<file path="src/rtl/inf_nec_decoder_pkg.sv">
// Shared definitions for the NEC infrared decoder: FSM states, frame layout
// and default pulse-width windows in 50 MHz sys_clk cycles.
package inf_nec_decoder_pkg;

  typedef enum logic [2:0] {
    ST_IDLE,
    ST_LEAD_LOW,
    ST_LEAD_HIGH,
    ST_DATA,
    ST_RPT
  } nec_state_t;

  localparam int NEC_LEAD_LOW_MIN  = 400000;
  localparam int NEC_LEAD_LOW_MAX  = 490000;
  localparam int NEC_LEAD_HIGH_MIN = 200000;
  localparam int NEC_LEAD_HIGH_MAX = 250000;
  localparam int NEC_RPT_HIGH_MIN  = 100000;
  localparam int NEC_RPT_HIGH_MAX  = 125000;
  localparam int NEC_BIT_SHORT_MIN = 20000;
  localparam int NEC_BIT_SHORT_MAX = 35000;
  localparam int NEC_BIT_LONG_MIN  = 80000;
  localparam int NEC_BIT_LONG_MAX  = 90000;
  localparam int NEC_CNT_W         = 19;

  localparam int NEC_FRAME_W  = 32;
  localparam int NEC_ADDR_LSB   = 0;
  localparam int NEC_ADDR_N_LSB = 8;
  localparam int NEC_CMD_LSB    = 16;
  localparam int NEC_CMD_N_LSB  = 24;

endpackage

</file>
<file path="src/rtl/inf_edge_sync.sv">
// Two-flop synchronizer for the active-low IR line plus a third register
// that turns level changes into single-cycle rise/fall pulses.
module inf_edge_sync (
  input  logic clk,
  input  logic rst_n,
  input  logic din,
  output logic rise,
  output logic fall
);

  logic inf_p0;
  logic inf_p1;
  logic inf_p2;

  always_ff @(posedge clk or negedge rst_n) begin
    if (!rst_n) begin
      inf_p0 <= 1'b1;
      inf_p1 <= 1'b1;
      inf_p2 <= 1'b1;
    end else begin
      // p0/p1: metastability filter; p2: previous synchronized level
      inf_p0 <= din;
      inf_p1 <= inf_p0;
      inf_p2 <= inf_p1;
    end
  end

  assign rise =  inf_p1 & ~inf_p2;
  assign fall = ~inf_p1 &  inf_p2;

endmodule

</file>
<file path="src/rtl/inf_nec_decoder.sv">
// NEC IR frame decoder: measures every mark/space with one saturating counter,
// validates the address/command complements and flags repeat codes.
module inf_nec_decoder
  import inf_nec_decoder_pkg::*;
#(
  parameter int LEAD_LOW_MIN  = NEC_LEAD_LOW_MIN,
  parameter int LEAD_LOW_MAX  = NEC_LEAD_LOW_MAX,
  parameter int LEAD_HIGH_MIN = NEC_LEAD_HIGH_MIN,
  parameter int LEAD_HIGH_MAX = NEC_LEAD_HIGH_MAX,
  parameter int RPT_HIGH_MIN  = NEC_RPT_HIGH_MIN,
  parameter int RPT_HIGH_MAX  = NEC_RPT_HIGH_MAX,
  parameter int BIT_SHORT_MIN = NEC_BIT_SHORT_MIN,
  parameter int BIT_SHORT_MAX = NEC_BIT_SHORT_MAX,
  parameter int BIT_LONG_MIN  = NEC_BIT_LONG_MIN,
  parameter int BIT_LONG_MAX  = NEC_BIT_LONG_MAX,
  parameter int CNT_W         = NEC_CNT_W
) (
  input  logic        sys_clk,
  input  logic        sys_rst_n,
  input  logic        inf_in,
  output logic        repeat_en,
  output logic [19:0] data_out
);

  localparam logic [CNT_W-1:0] LL_MIN  = CNT_W'(LEAD_LOW_MIN);
  localparam logic [CNT_W-1:0] LL_MAX  = CNT_W'(LEAD_LOW_MAX);
  localparam logic [CNT_W-1:0] LH_MIN  = CNT_W'(LEAD_HIGH_MIN);
  localparam logic [CNT_W-1:0] LH_MAX  = CNT_W'(LEAD_HIGH_MAX);
  localparam logic [CNT_W-1:0] RH_MIN  = CNT_W'(RPT_HIGH_MIN);
  localparam logic [CNT_W-1:0] RH_MAX  = CNT_W'(RPT_HIGH_MAX);
  localparam logic [CNT_W-1:0] BS_MIN  = CNT_W'(BIT_SHORT_MIN);
  localparam logic [CNT_W-1:0] BS_MAX  = CNT_W'(BIT_SHORT_MAX);
  localparam logic [CNT_W-1:0] BL_MIN  = CNT_W'(BIT_LONG_MIN);
  localparam logic [CNT_W-1:0] BL_MAX  = CNT_W'(BIT_LONG_MAX);
  localparam logic [CNT_W-1:0] CNT_MAX = '1;
  localparam logic [4:0]       LAST_BIT = 5'(NEC_FRAME_W - 1);

  function automatic logic in_win(input logic [CNT_W-1:0] v,
                                  input logic [CNT_W-1:0] lo,
                                  input logic [CNT_W-1:0] hi);
    return (v >= lo) && (v <= hi);
  endfunction

  logic                   rise;
  logic                   fall;
  nec_state_t             state;
  logic [CNT_W-1:0]       cnt;
  logic [4:0]             bit_idx;
  logic                   in_space;
  logic                   in_stop;
  logic                   valid_seen;
  logic [NEC_FRAME_W-1:0] frame;
  logic                   frame_ok;

  inf_edge_sync u_edge_sync (
    .clk   (sys_clk),
    .rst_n (sys_rst_n),
    .din   (inf_in),
    .rise  (rise),
    .fall  (fall)
  );

  assign frame_ok = (frame[NEC_ADDR_N_LSB +: 8] == ~frame[NEC_ADDR_LSB +: 8]) &&
                    (frame[NEC_CMD_N_LSB  +: 8] == ~frame[NEC_CMD_LSB  +: 8]);

  always_ff @(posedge sys_clk or negedge sys_rst_n) begin
    if (!sys_rst_n) begin
      state      <= ST_IDLE;
      cnt        <= '0;
      bit_idx    <= '0;
      in_space   <= 1'b0;
      in_stop    <= 1'b0;
      valid_seen <= 1'b0;
      frame      <= '0;
      repeat_en  <= 1'b0;
      data_out   <= '0;
    end else begin
      // Every edge restarts the measurement; timeouts below also clear it.
      if (rise || fall)
        cnt <= '0;
      else if (state != ST_IDLE && cnt != CNT_MAX)
        cnt <= cnt + 1'b1;

      case (state)
        ST_IDLE: begin
          if (fall)
            state <= ST_LEAD_LOW;
        end

        ST_LEAD_LOW: begin
          if (rise) begin
            state <= in_win(cnt, LL_MIN, LL_MAX) ? ST_LEAD_HIGH : ST_IDLE;
          end else if (cnt > LL_MAX) begin
            state <= ST_IDLE;
            cnt   <= '0;
          end
        end

        ST_LEAD_HIGH: begin
          if (fall) begin
            if (in_win(cnt, LH_MIN, LH_MAX)) begin
              state    <= ST_DATA;
              bit_idx  <= '0;
              in_space <= 1'b0;
              in_stop  <= 1'b0;
            end else if (in_win(cnt, RH_MIN, RH_MAX)) begin
              state     <= ST_RPT;
              repeat_en <= valid_seen;
            end else begin
              state <= ST_IDLE;
            end
          end else if (cnt > LH_MAX) begin
            state <= ST_IDLE;
            cnt   <= '0;
          end
        end

        ST_DATA: begin
          if (!in_space) begin
            if (rise) begin
              if (in_stop) begin
                // Stop burst finished: commit only a self-consistent frame.
                if (frame_ok)
                  data_out <= {12'h000, frame[NEC_CMD_LSB +: 8]};
                valid_seen <= valid_seen | frame_ok;
                state      <= ST_IDLE;
              end else if (in_win(cnt, BS_MIN, BS_MAX)) begin
                in_space <= 1'b1;
              end else begin
                state <= ST_IDLE;
              end
            end else if (cnt > BS_MAX) begin
              state <= ST_IDLE;
              cnt   <= '0;
            end
          end else begin
            if (fall) begin
              if (in_win(cnt, BS_MIN, BS_MAX) || in_win(cnt, BL_MIN, BL_MAX)) begin
                frame[bit_idx] <= in_win(cnt, BL_MIN, BL_MAX);
                in_space       <= 1'b0;
                if (bit_idx == LAST_BIT)
                  in_stop <= 1'b1;
                else
                  bit_idx <= bit_idx + 1'b1;
              end else begin
                state <= ST_IDLE;
              end
            end else if (cnt > BL_MAX) begin
              state <= ST_IDLE;
              cnt   <= '0;
            end
          end
        end

        ST_RPT: begin
          if (rise) begin
            repeat_en <= 1'b0;
            state     <= ST_IDLE;
          end else if (cnt > BS_MAX) begin
            repeat_en <= 1'b0;
            state     <= ST_IDLE;
            cnt       <= '0;
          end
        end

        default: begin
          state <= ST_IDLE;
        end
      endcase
    end
  end

endmodule

</file>
<file path="config.mk">
export PLATFORM = sky130hd
export DESIGN_NAME = inf_nec_decoder
export DESIGN_NICKNAME = d
export VERILOG_FILES = /design/src/rtl/inf_nec_decoder_pkg.sv /design/src/rtl/inf_edge_sync.sv /design/src/rtl/inf_nec_decoder.sv
export SDC_FILE = /design/constraint.sdc
export NUM_CORES = 1
export LEC_CHECK = 0
export CAP_MARGIN = 20
export CORE_ASPECT_RATIO = 0.5
export CORE_MARGIN = 2
export CORE_UTILIZATION = 60
export DETAILED_ROUTE_END_ITERATION = 6
export HOLD_SLACK_MARGIN = 0.08
export PLACE_DENSITY = 0.8
export REMOVE_ABC_BUFFERS = 1
export SYNTH_ARGS = -nofsm -noshare
export SYNTH_HDL_FRONTEND = slang
export SYNTH_SLANG_ARGS = --single-unit
</file>
<file path="constraint.sdc">
create_clock -name sys_clk -period 5.4 [get_ports sys_clk]
set_clock_uncertainty 0.1 [all_clocks]
set_input_delay 1.08 -clock sys_clk [delete_from_list [all_inputs] [get_ports sys_clk]]
set_output_delay 1.08 -clock sys_clk [all_outputs]
set_load 0.05 [all_outputs]
</file>
==> qor.yml <==
status:
  status: "finished clean"
finish:
  drive_gt1_share_pct: 8.70
  fin_nets: 467
  syn_to_final_growth_pct: 6.93
  mostFrequentLayoutCells: "dfrtp_1, o21ai_0, o31ai_1, nor2_1, nand2_1"
  final_common_cell: "dfrtp_1"
  num_antenna_cells: 0
global_routing:
  grt.overflow.total: 0
  grt_antenna_before_repair: 0
  grt_pass1_wl_mm: 16.0
  grt_usage_pct: 25.0
  grt_pass1_vias: 3220
  grt_max_degree: 75
power:
  leakage_uw: 0.00203
  p_int_uw: 939
  p_switching_uw: 302
  peakVddDrop_mv: 0.175
  p_clk_share_pct: 47.8
  pwr-share-comb_pct: 5.9
  switching_share_pct: 24.3
  powerDensity_nw_per_um2: 262
  seq_power_share_pct: 46.3
yosys:
  synth_cells: 465
  synth_edf_count: 0
  yosys_warnings: 0
  synthFlopType: "dfrtp_1"
  synth.avg_cell_area_um2: 9.52
  yosys.area.top_type: "dfrtp_1"
  synthArstFlopShare_pct: 100
  synth_seq_cells: 74
  ys_seq_area_share_pct: 41.9
  syn_area_um2: 4430
  synth.distinct_cells: 60
  synthTopCellsByArea: "dfrtp_1, o31ai_1, o21ai_0"
  synth_top_area_share_pct: 40.1
sta:
  worst_pin_slew_ns: 0.915
  finalSetupTns_ns: 0
  finalSetupViolations: 0
  fmax_ghz: 0.334
  slew_violations: 0
  rsz0062_at_grt: "no"
  slew_headroom_pct: 39.0
  fin_crit_ns: 2.99
  post-route-period-util_pct: 55.4
  hold_violations: 0
  fin_ws_ns: 2.41
placed_design:
  gp_congestion: 0.870
  post-place-ws_ns: 2.47
  dpl.hpwl_mm: 6.04
  numPortBuffers: 11
clock_network:
  cts_resized: 0
  path_clk_slew_ns: 0.06
  post_cts_buffers: 0
  root_buffer: "clkbuf_16"
  cts_buffers: 9
  clock_latency_ns: 0.35
  holdBufCountCts: 0
  cts_buffer_depth: 2
  clkSinkCount: 74
  cts_tree: "done"
  h-tree-depth: 3
floorplan:
  start_util_pct: 61.1
  core-area_um2: 7240
  die_area_um2: 8120
  io_pins: 24
  fp-row-count: 22
  dieWidth_um: 125
  die_y_um: 64.7
detailed_routing:
  drtIter0Drc: 327
  drtPass1Iterations: 5
  wl_per_cell_um: 16.6
  dr_total_vias: 3435
  route.detailed.drc: 0
  wl_mm: 9.25
  viasPerCell: 6.18
  final_antenna_net_count: 0
flow_run:
  cap_viol_max_count: 0
critical_path:
  startpoint_type: "flip-flop"
  critPathCaptureType: "flip-flop"
  worstPathRequired_ns: 5.52
  critPathTopFamily: "compound AO/OA/AOI/OAI gates"
  slowest_delay_ns: 0.62
  reg2reg_setup_slack_ns: 2.41
  cp.arrival_ns: 3.11
  crit_buf_inv: 0
  cp_max_fo: 18
  critPathKind: "reg -> reg"
  path_cells: "or4_1 -> a21oi_1 -> a211o_1 -> o21ai_4 -> nand2_1 -> nand3_1 -> a221o_1"
  crit_slowest_cell: "a211o_1"
worst_hold_path:
  hp-class: "reg -> reg"
-- cells in the mapped netlist, types with 4 or more instances --
cell	count
dfrtp_1	71
o21ai_0	43
o31ai_1	33
nor2_1	31
nand2_1	27
nand3_1	25
xor2_1	23
clkbuf_1	17
inv_1	13
nor3_1	13
buf_4	12
nand4_1	12
a21oi_1	9
ha_1	9
mux2_2	9
xnor2_1	9
and3_1	8
buf_2	7
buf_6	7
nor4_1	7
nand2b_1	6
or3_1	6
o211ai_1	5
a211o_1	4
a211oi_1	4
and2_1	4
and4_1	4
nand3_4	4
-- cell type report --
cell class,count,area [um2]
Multi-Input combinational cell,345,2290
Fill cell,577,2510
Clock buffer,10,229
Tap cell,96,120
Clock inverter,6,66.3
Timing Repair Buffer,12,123
Inverter,13,48.8
Sequential cell,74,1860
-- metal layers --
metal  wire length [um]  track usage [%]  share of wire (%)
met1               4190             33.7                 45
met2               4290             39.4                 46
met3                562             5.95                6.1
met4                201             10.1                2.2
met5                  0                0                  0
-- kinds of logic after synthesis --
kind of cell    Yosys count  synth area share (%)
compound gates          125                  19.6
xor+xnor                 32                  6.33
fa+ha+maj                 9                  2.54
buf+inv                  57                  7.27
flops                    74                  41.9
mux                      10                  2.60
other cells               1                0.0847
simple gates            157                  19.6
-- power groups by stage --
stage / sequential, uW / clock, uW / combinational [uW]
CTS: 574 / 604 / 73.4
global route: 575 / 630 / 80.5
floorplan: 581 / 0 / 51.3
finish: 574 / 594 / 72.8
detailed placement: 584 / 0 / 71.8
global placement: 584 / 0 / 70.9
-- final timing paths --
kind,from,end,cells past startpoint
setup / recovery,cnt[7],state[1],7
hold / removal,u_edge_sync.inf_p0,u_edge_sync.inf_p1,0
setup reg to reg,cnt[7],state[1],7
hold reg to reg,u_edge_sync.inf_p0,u_edge_sync.inf_p1,0
max in group asynchronous,sys_rst_n,frame[9],1
min in group asynchronous,sys_rst_n,cnt[6],1
-- stage by stage --
step           util, %  cells  hold WS, ns  area, um2  total power, uW
2_1_floorplan        -    432        0.245       4190              632
3_3_place_gp      61.1    539        0.246       4420              655
3_5_place_dp      61.3    540        0.250       4440              656
4_1_cts           65.4    556        0.257       4730             1250
5_1_grt           65.4    556        0.258       4730             1290
6_report          65.4    556        0.256       4730             1240
-- state kept, by name (all words and copies together), names as in the netlist --
name	flops
repeat_en	1
in_stop	1
state	3
valid_seen	1
u_edge_sync.inf_p1	1
data_out	8
in_space	1
frame	32
u_edge_sync.inf_p2	1
cnt	19
bit_idx	5
u_edge_sync.inf_p0	1
(Power assumes the default switching activity.)
